File: src/rtl/game_pkg.sv
// Shared types and constants for the round/scoring logic of the two-player game.
package game_pkg;

    localparam int SCORE_W = 5;

    typedef enum logic [1:0] {
        PLAY  = 2'd0,
        PAUSE = 2'd1,
        OVER  = 2'd2
    } round_state_t;

    localparam logic [1:0] WIN_NONE = 2'b00;
    localparam logic [1:0] WIN_P1   = 2'b01;
    localparam logic [1:0] WIN_P2   = 2'b10;
    localparam logic [1:0] WIN_DRAW = 2'b11;

    // Increment a score but never past the match-winning value.
    function automatic logic [SCORE_W-1:0] sat_inc(input logic [SCORE_W-1:0] score,
                                                   input logic [SCORE_W-1:0] limit);
        return (score >= limit) ? limit : score + {{(SCORE_W-1){1'b0}}, 1'b1};
    endfunction

endpackage

File: src/rtl/rise_det.sv
// One-bit rising-edge detector on a frame-rate level.
// The previous-frame sample clears to 0 on Reset, and the first frame after
// Reset release only primes the sampler, so a level that was already high
// while Reset was asserted is treated as held and never produces a rise.
module rise_det (
    input  logic frame_clk,
    input  logic Reset,
    input  logic level_i,
    output logic rise_o
);

    logic level_q;
    logic armed_q;

    // Track the previous-frame sample every frame and arm after the first sample.
    always_ff @(posedge frame_clk or posedge Reset) begin
        if (Reset) begin
            level_q <= 1'b0;
            armed_q <= 1'b0;
        end else begin
            level_q <= level_i;
            armed_q <= 1'b1;
        end
    end

    assign rise_o = level_i & ~level_q & armed_q;

endmodule

File: src/rtl/round_controller.sv
// Round controller: turns hit levels into scoring events, runs the post-hit
// freeze/respawn sequence, and holds the match result until a restart.
// Every output comes straight from a register.
module round_controller
    import game_pkg::*;
#(
    parameter int WIN_SCORE    = 5,
    parameter int PAUSE_FRAMES = 60,
    parameter int FLASH_BIT    = 2
) (
    input  logic               frame_clk,
    input  logic               Reset,
    input  logic               player_1_hit,
    input  logic               player_2_hit,
    input  logic               start,
    output logic [SCORE_W-1:0] p1_score,
    output logic [SCORE_W-1:0] p2_score,
    output logic               freeze,
    output logic               bullet_clear_1,
    output logic               bullet_clear_2,
    output logic               respawn,
    output logic               p1_flash,
    output logic               p2_flash,
    output logic               game_over,
    output logic [1:0]         winner
);

    localparam logic [SCORE_W-1:0] WIN_VAL    = SCORE_W'(WIN_SCORE);
    localparam logic [7:0]         PAUSE_LOAD = 8'(PAUSE_FRAMES - 1);

    logic rise_p1_hit;
    logic rise_p2_hit;
    logic rise_start;

    rise_det u_rise_p1_hit (
        .frame_clk (frame_clk),
        .Reset     (Reset),
        .level_i   (player_1_hit),
        .rise_o    (rise_p1_hit)
    );

    rise_det u_rise_p2_hit (
        .frame_clk (frame_clk),
        .Reset     (Reset),
        .level_i   (player_2_hit),
        .rise_o    (rise_p2_hit)
    );

    rise_det u_rise_start (
        .frame_clk (frame_clk),
        .Reset     (Reset),
        .level_i   (start),
        .rise_o    (rise_start)
    );

    round_state_t       state_q, state_d;
    logic [7:0]         cnt_q, cnt_d;
    logic [1:0]         mask_q, mask_d;      // bit0 = P1 was hit, bit1 = P2 was hit
    logic [SCORE_W-1:0] p1_q, p1_d;
    logic [SCORE_W-1:0] p2_q, p2_d;
    logic [1:0]         winner_q, winner_d;
    logic               freeze_q, freeze_d;
    logic               clear1_q, clear1_d;
    logic               clear2_q, clear2_d;
    logic               respawn_q, respawn_d;
    logic               flash1_q, flash1_d;
    logic               flash2_q, flash2_d;
    logic               over_q, over_d;

    // State, counter, scores and registered outputs.
    always_ff @(posedge frame_clk or posedge Reset) begin
        if (Reset) begin
            state_q   <= PLAY;
            cnt_q     <= '0;
            mask_q    <= '0;
            p1_q      <= '0;
            p2_q      <= '0;
            winner_q  <= WIN_NONE;
            freeze_q  <= 1'b0;
            clear1_q  <= 1'b0;
            clear2_q  <= 1'b0;
            respawn_q <= 1'b0;
            flash1_q  <= 1'b0;
            flash2_q  <= 1'b0;
            over_q    <= 1'b0;
        end else begin
            state_q   <= state_d;
            cnt_q     <= cnt_d;
            mask_q    <= mask_d;
            p1_q      <= p1_d;
            p2_q      <= p2_d;
            winner_q  <= winner_d;
            freeze_q  <= freeze_d;
            clear1_q  <= clear1_d;
            clear2_q  <= clear2_d;
            respawn_q <= respawn_d;
            flash1_q  <= flash1_d;
            flash2_q  <= flash2_d;
            over_q    <= over_d;
        end
    end

    // Next-state logic; output values are derived from the next state so they
    // line up with the frame in which the state takes effect.
    always_comb begin
        state_d   = state_q;
        cnt_d     = cnt_q;
        mask_d    = mask_q;
        p1_d      = p1_q;
        p2_d      = p2_q;
        winner_d  = winner_q;
        clear1_d  = 1'b0;
        clear2_d  = 1'b0;
        respawn_d = 1'b0;

        case (state_q)
            PLAY: begin
                if (rise_p1_hit || rise_p2_hit) begin
                    if (rise_p2_hit) begin
                        p1_d     = sat_inc(p1_q, WIN_VAL);
                        clear1_d = 1'b1;
                    end
                    if (rise_p1_hit) begin
                        p2_d     = sat_inc(p2_q, WIN_VAL);
                        clear2_d = 1'b1;
                    end
                    if ((p1_d == WIN_VAL) || (p2_d == WIN_VAL)) begin
                        state_d  = OVER;
                        winner_d = {p2_d == WIN_VAL, p1_d == WIN_VAL};
                        mask_d   = 2'b00;
                    end else begin
                        state_d = PAUSE;
                        cnt_d   = PAUSE_LOAD;
                        mask_d  = {rise_p2_hit, rise_p1_hit};
                    end
                end
            end
            PAUSE: begin
                if (cnt_q == 8'd0) begin
                    state_d   = PLAY;
                    mask_d    = 2'b00;
                    respawn_d = 1'b1;
                end else begin
                    cnt_d = cnt_q - 8'd1;
                end
            end
            OVER: begin
                if (rise_start) begin
                    state_d   = PLAY;
                    p1_d      = '0;
                    p2_d      = '0;
                    winner_d  = WIN_NONE;
                    respawn_d = 1'b1;
                end
            end
            default: begin
                state_d = PLAY;
            end
        endcase

        freeze_d = (state_d != PLAY);
        over_d   = (state_d == OVER);
        flash1_d = (state_d == PAUSE) & mask_d[0] & cnt_d[FLASH_BIT];
        flash2_d = (state_d == PAUSE) & mask_d[1] & cnt_d[FLASH_BIT];
    end

    assign p1_score       = p1_q;
    assign p2_score       = p2_q;
    assign freeze         = freeze_q;
    assign bullet_clear_1 = clear1_q;
    assign bullet_clear_2 = clear2_q;
    assign respawn        = respawn_q;
    assign p1_flash       = flash1_q;
    assign p2_flash       = flash2_q;
    assign game_over      = over_q;
    assign winner         = winner_q;

endmodule
File: config.mk
export PLATFORM = sky130hd
export DESIGN_NAME = round_controller
export DESIGN_NICKNAME = d
export VERILOG_FILES = /design/src/rtl/game_pkg.sv /design/src/rtl/rise_det.sv /design/src/rtl/round_controller.sv
export SDC_FILE = /design/constraint.sdc
export NUM_CORES = 1
export LEC_CHECK = 0
export ABC_AREA = 1
export CORE_AREA = 2 2 69 71
export CTS_CLUSTER_DIAMETER = 30
export CTS_CLUSTER_SIZE = 14
export DETAILED_ROUTE_END_ITERATION = 10
export DIE_AREA = 0 0 71 73
export DONT_BUFFER_PORTS = 1
export GPL_TIMING_DRIVEN = 0
export PLACE_DENSITY = 0.7
export SLEW_MARGIN = 15
export SYNTH_ARGS = -nofsm -noshare
export SYNTH_HDL_FRONTEND = slang
export SYNTH_SLANG_ARGS = --single-unit
File: constraint.sdc
create_clock -name frame_clk -period 5.31 [get_ports frame_clk]
set_clock_uncertainty 0.2 [all_clocks]
set_input_delay 1.062 -clock frame_clk [delete_from_list [all_inputs] [get_ports frame_clk]]
set_output_delay 1.062 -clock frame_clk [all_outputs]
set_load 0.01 [all_outputs]
==> results.sh <==
export IMPL_status="finished, final reports clean"
export IMPL_setup_viol=0
export IMPL_synthTopCellsByCount="nand2_1, dfrtp_1, inv_1, nor2_1, nand3_1"
export IMPL_die_h_um=73
export IMPL_drt_initial_drc_count=99
export IMPL_final_setup_tns_ns=0
export IMPL_dp_hpwl_um=2760
export IMPL_synth_edf_count=0
export IMPL_route_vias_total=1529
export IMPL_drc=0
export IMPL_syn_num_nets=260
export IMPL_powerDensity_mw_per_mm2=237
export IMPL_synth_area_leader_cell="dfrtp_1"
export IMPL_reg2reg_from="p1_score[1]"
export IMPL_grt_pass1_vias=1418
export IMPL_whs_endpoint="mask_q[0]"
export IMPL_finalCriticalPeriod_ns=2.30
export IMPL_tightestPinTransition_ns=0.707
export IMPL_seqPwrFrac_pct=53.4
export IMPL_crit_arrival_ns=2.28
export IMPL_rsz0062_at_grt="false"
export IMPL_drtAntennaViolNets=0
export IMPL_start_util_pct=43.1
export IMPL_power_switching_uw=114
export IMPL_synth_async_reset_ratio_pct=100
export IMPL_cts_buffer_depth=2
export IMPL_dr_pass1_iters=4
export IMPL_synth_flop_cell="dfrtp_1"
export IMPL_tritoncts="done"
export IMPL_yosysMostFrequentCell="nand2_1"
export IMPL_irDropWorstVdd_mv=0.0967
export IMPL_syn_inst=246
export IMPL_clock_fmax_mhz=434
export IMPL_power_leakage_nw=1.16
export IMPL_gp_congestion=0.851
export IMPL_netlist_area_mm2=0.00195
export IMPL_seq_area_um2=876
export IMPL_r2r_cells=14
export IMPL_multi_input_area_um2=925
export IMPL_h_tree_depth=2
export IMPL_placementRows=25
export IMPL_grt_pass1_wl_um=6460
export IMPL_wl_um=3710
export IMPL_report_final_slew_viol_count=0
export IMPL_sw_frac_of_total_pct=22.6
export IMPL_yosys_warnings=0
export IMPL_vias_per_cell=4.96
export IMPL_holdCritStartpoint="mask_q[0]"
export IMPL_nNetsFinal=267
export IMPL_worst_slew_margin_rel_pct=52.8
export IMPL_worst_setup_path_start_kind="input port"
export IMPL_syn2layout_area_growth_pct=8.77
export IMPL_busiest_layer="met2"
export IMPL_power_share_clock_pct=42.9
export IMPL_grt_total_usage_pct=16.1
export IMPL_cts_resized=0
export IMPL_final_layout_size_suffix_gt1_share_pct=11.0
export IMPL_synth_avg_cell_area_um2=7.94
export IMPL_hp_class="flip-flop to flip-flop"
export IMPL_combPwrFrac_pct=3.7
export IMPL_grt_overflow_total=0
export IMPL_synth_top_area_share_pct=44.8
export IMPL_clk_pin_slew_worst_paths_ns=0.07
export IMPL_maxCapViolations=0
export IMPL_ios=24
export IMPL_insertion_delay_ns=0.30
export IMPL_ys_ff_latch=35
export IMPL_critical_path_buf_inv_count=4
export IMPL_port_buffers=0
export IMPL_cp_required_ns=5.28
export IMPL_worstPathCellList="nand2_2 -> nor2_8 -> nor2_1 -> inv_1 -> nor2_1 -> inv_1 -> nand2_1 -> inv_1 -> buf_2 -> nand3_1 -> o21ai_0"
export IMPL_wl_per_cell_um=12.1
export IMPL_report_power_total_uw=505
export IMPL_cpMostUsedCell="inv_1"
export IMPL_path_class="input port to flip-flop"
export IMPL_cp_top_family="simple AND/OR/NAND/NOR gates"
export IMPL_grt_max_degree=36
export IMPL_crit_path_max_fanout=10
export IMPL_dieWidth_um=71
export IMPL_antenna_found_initial=0
export IMPL_finalHoldViolations=0
export IMPL_use_met3_pct=5.80
export IMPL_cts_buffers=5
export IMPL_coreArea_mm2=0.00454
export IMPL_die_area_mm2=0.00518
export IMPL_nFillCells=445
export IMPL_diodes=0
export IMPL_r2r_end="cnt_q[4]"
export IMPL_crit_path_max_incr_delay_ns=0.18
export IMPL_p_int_uw=391
export IMPL_seq_area_frac_synth_pct=44.8
export IMPL_post_cts_setup_buffers=0
export IMPL_grtUsageMet2_pct=24.3
export IMPL_cp_slowest_cell="buf_2"
export IMPL_cts_sinks=35
export IMPL_holdPathStages=2
export IMPL_r2r_slack_ns=3.09
export IMPL_end_kind="flip-flop"
export IMPL_period_share_pct=43.4
export IMPL_netlist_cell_type_count=28
export IMPL_synth_area_leaders="dfrtp_1, nand2_1, inv_1"
export IMPL_globalRouteMet1Util_pct=21.0
export IMPL_hold_buffers=0
export IMPL_cts_root_buffer="clkbuf_8"
## power by group through the flow
stage,Sequential [mW],Clock (mW),Combinational [mW]
6_report,0.270,0.216,0.0186
3_3_place_gp,0.275,0,0.0189
4_1_cts,0.270,0.222,0.0192
3_5_place_dp,0.275,0,0.0192
2_1_floorplan,0.275,0,0.0156
5_1_grt,0.270,0.231,0.0217
## cell families (layout without fill, tap and decap cells)
family | count (synthesis) | after routing | share of synthesized area (%)
adders and majority gates | 9 | 9 | 5.76
DFF | 35 | 35 | 44.8
xor gates and xnor gates | 5 | 5 | 2.24
and+or+nand+nor | 128 | 128 | 29.7
other | 1 | 1 | 0.192
buffers and inverters | 38 | 46 | 7.87
AOI/OAI and AO/OA | 30 | 30 | 9.41
## stage by stage
step	setup slack (ns)	hold slack [ns]	instances	util [%]	cell area [um2]
2_1_floorplan	2.92	0.245	246	-	1950
5_1_grt	2.82	0.318	308	46.9	2130
3_3_place_gp	2.72	0.263	300	44.6	2020
4_1_cts	3.01	0.300	308	46.9	2130
6_report	3.01	0.298	308	46.9	2130
3_5_place_dp	2.68	0.282	300	44.6	2020
## state kept, by name, indices dropped and copies added (netlist names), 2 cells and up
register and flops:
state_q 2, winner 2, p2_score 5, p1_score 5, cnt_q 8, mask_q 2
## worst min-delay path, cell delays in order, from the launching register on
cell	delay (ns)
dfrtp_1	0.32
nand2_1	0.05
nand2_1	0.09
## layer usage
metal | wire [um] | part of all wire, %
met1 | 1760 | 47
met2 | 1620 | 44
met3 | 249 | 6.7
met4 | 79 | 2.1
met5 | 0 | 0
## layout make-up
| type | instances | area share [%] |
|---|---|---|
| tap | 54 | 3.18 |
| inverter | 36 | 6.47 |
| buffer | 2 | 0.765 |
| multi-input combinational | 173 | 43.5 |
| sequential | 35 | 41.2 |
| clock inverter | 1 | 0.353 |
| clock buffer | 7 | 4.53 |
## cell usage in the layout (no fill, tap or decap), drive strengths merged
| master | Yosys | final |
|---|---|---|
| nand2 | 75 | 75 |
| inv | 36 | 36 |
| dfrtp | 35 | 35 |
| nor2 | 30 | 30 |
| nand3 | 17 | 17 |
| o21ai | 16 | 16 |
| ha | 9 | 9 |
| clkbuf | 0 | 7 |
| a21oi | 6 | 6 |
| xor2 | 5 | 5 |
| o22ai | 4 | 4 |
| o21a | 3 | 3 |
| nand4 | 2 | 2 |
| and2 | 2 | 2 |
| nor3 | 2 | 2 |
| buf | 2 | 2 |
| a21boi | 1 | 1 |
| clkinvlp | 0 | 1 |
| conb | 1 | 1 |
## how the worst max path moves through the flow
stage | start | to | slack [ns] | cells after the start
after floorplan | player_2_hit | cnt_q[3] | 2.92 | 11
after global placement | player_1_hit | cnt_q[6] | 2.72 | 11
after detailed placement | player_2_hit | p2_score[3] | 2.68 | 10
after CTS | player_2_hit | p2_score[3] | 3.01 | 11
after global routing | p2_score[1] | cnt_q[3] | 2.82 | 12
final | player_2_hit | p2_score[3] | 3.01 | 11
Note: power is estimated with default switching activity, not from simulation.
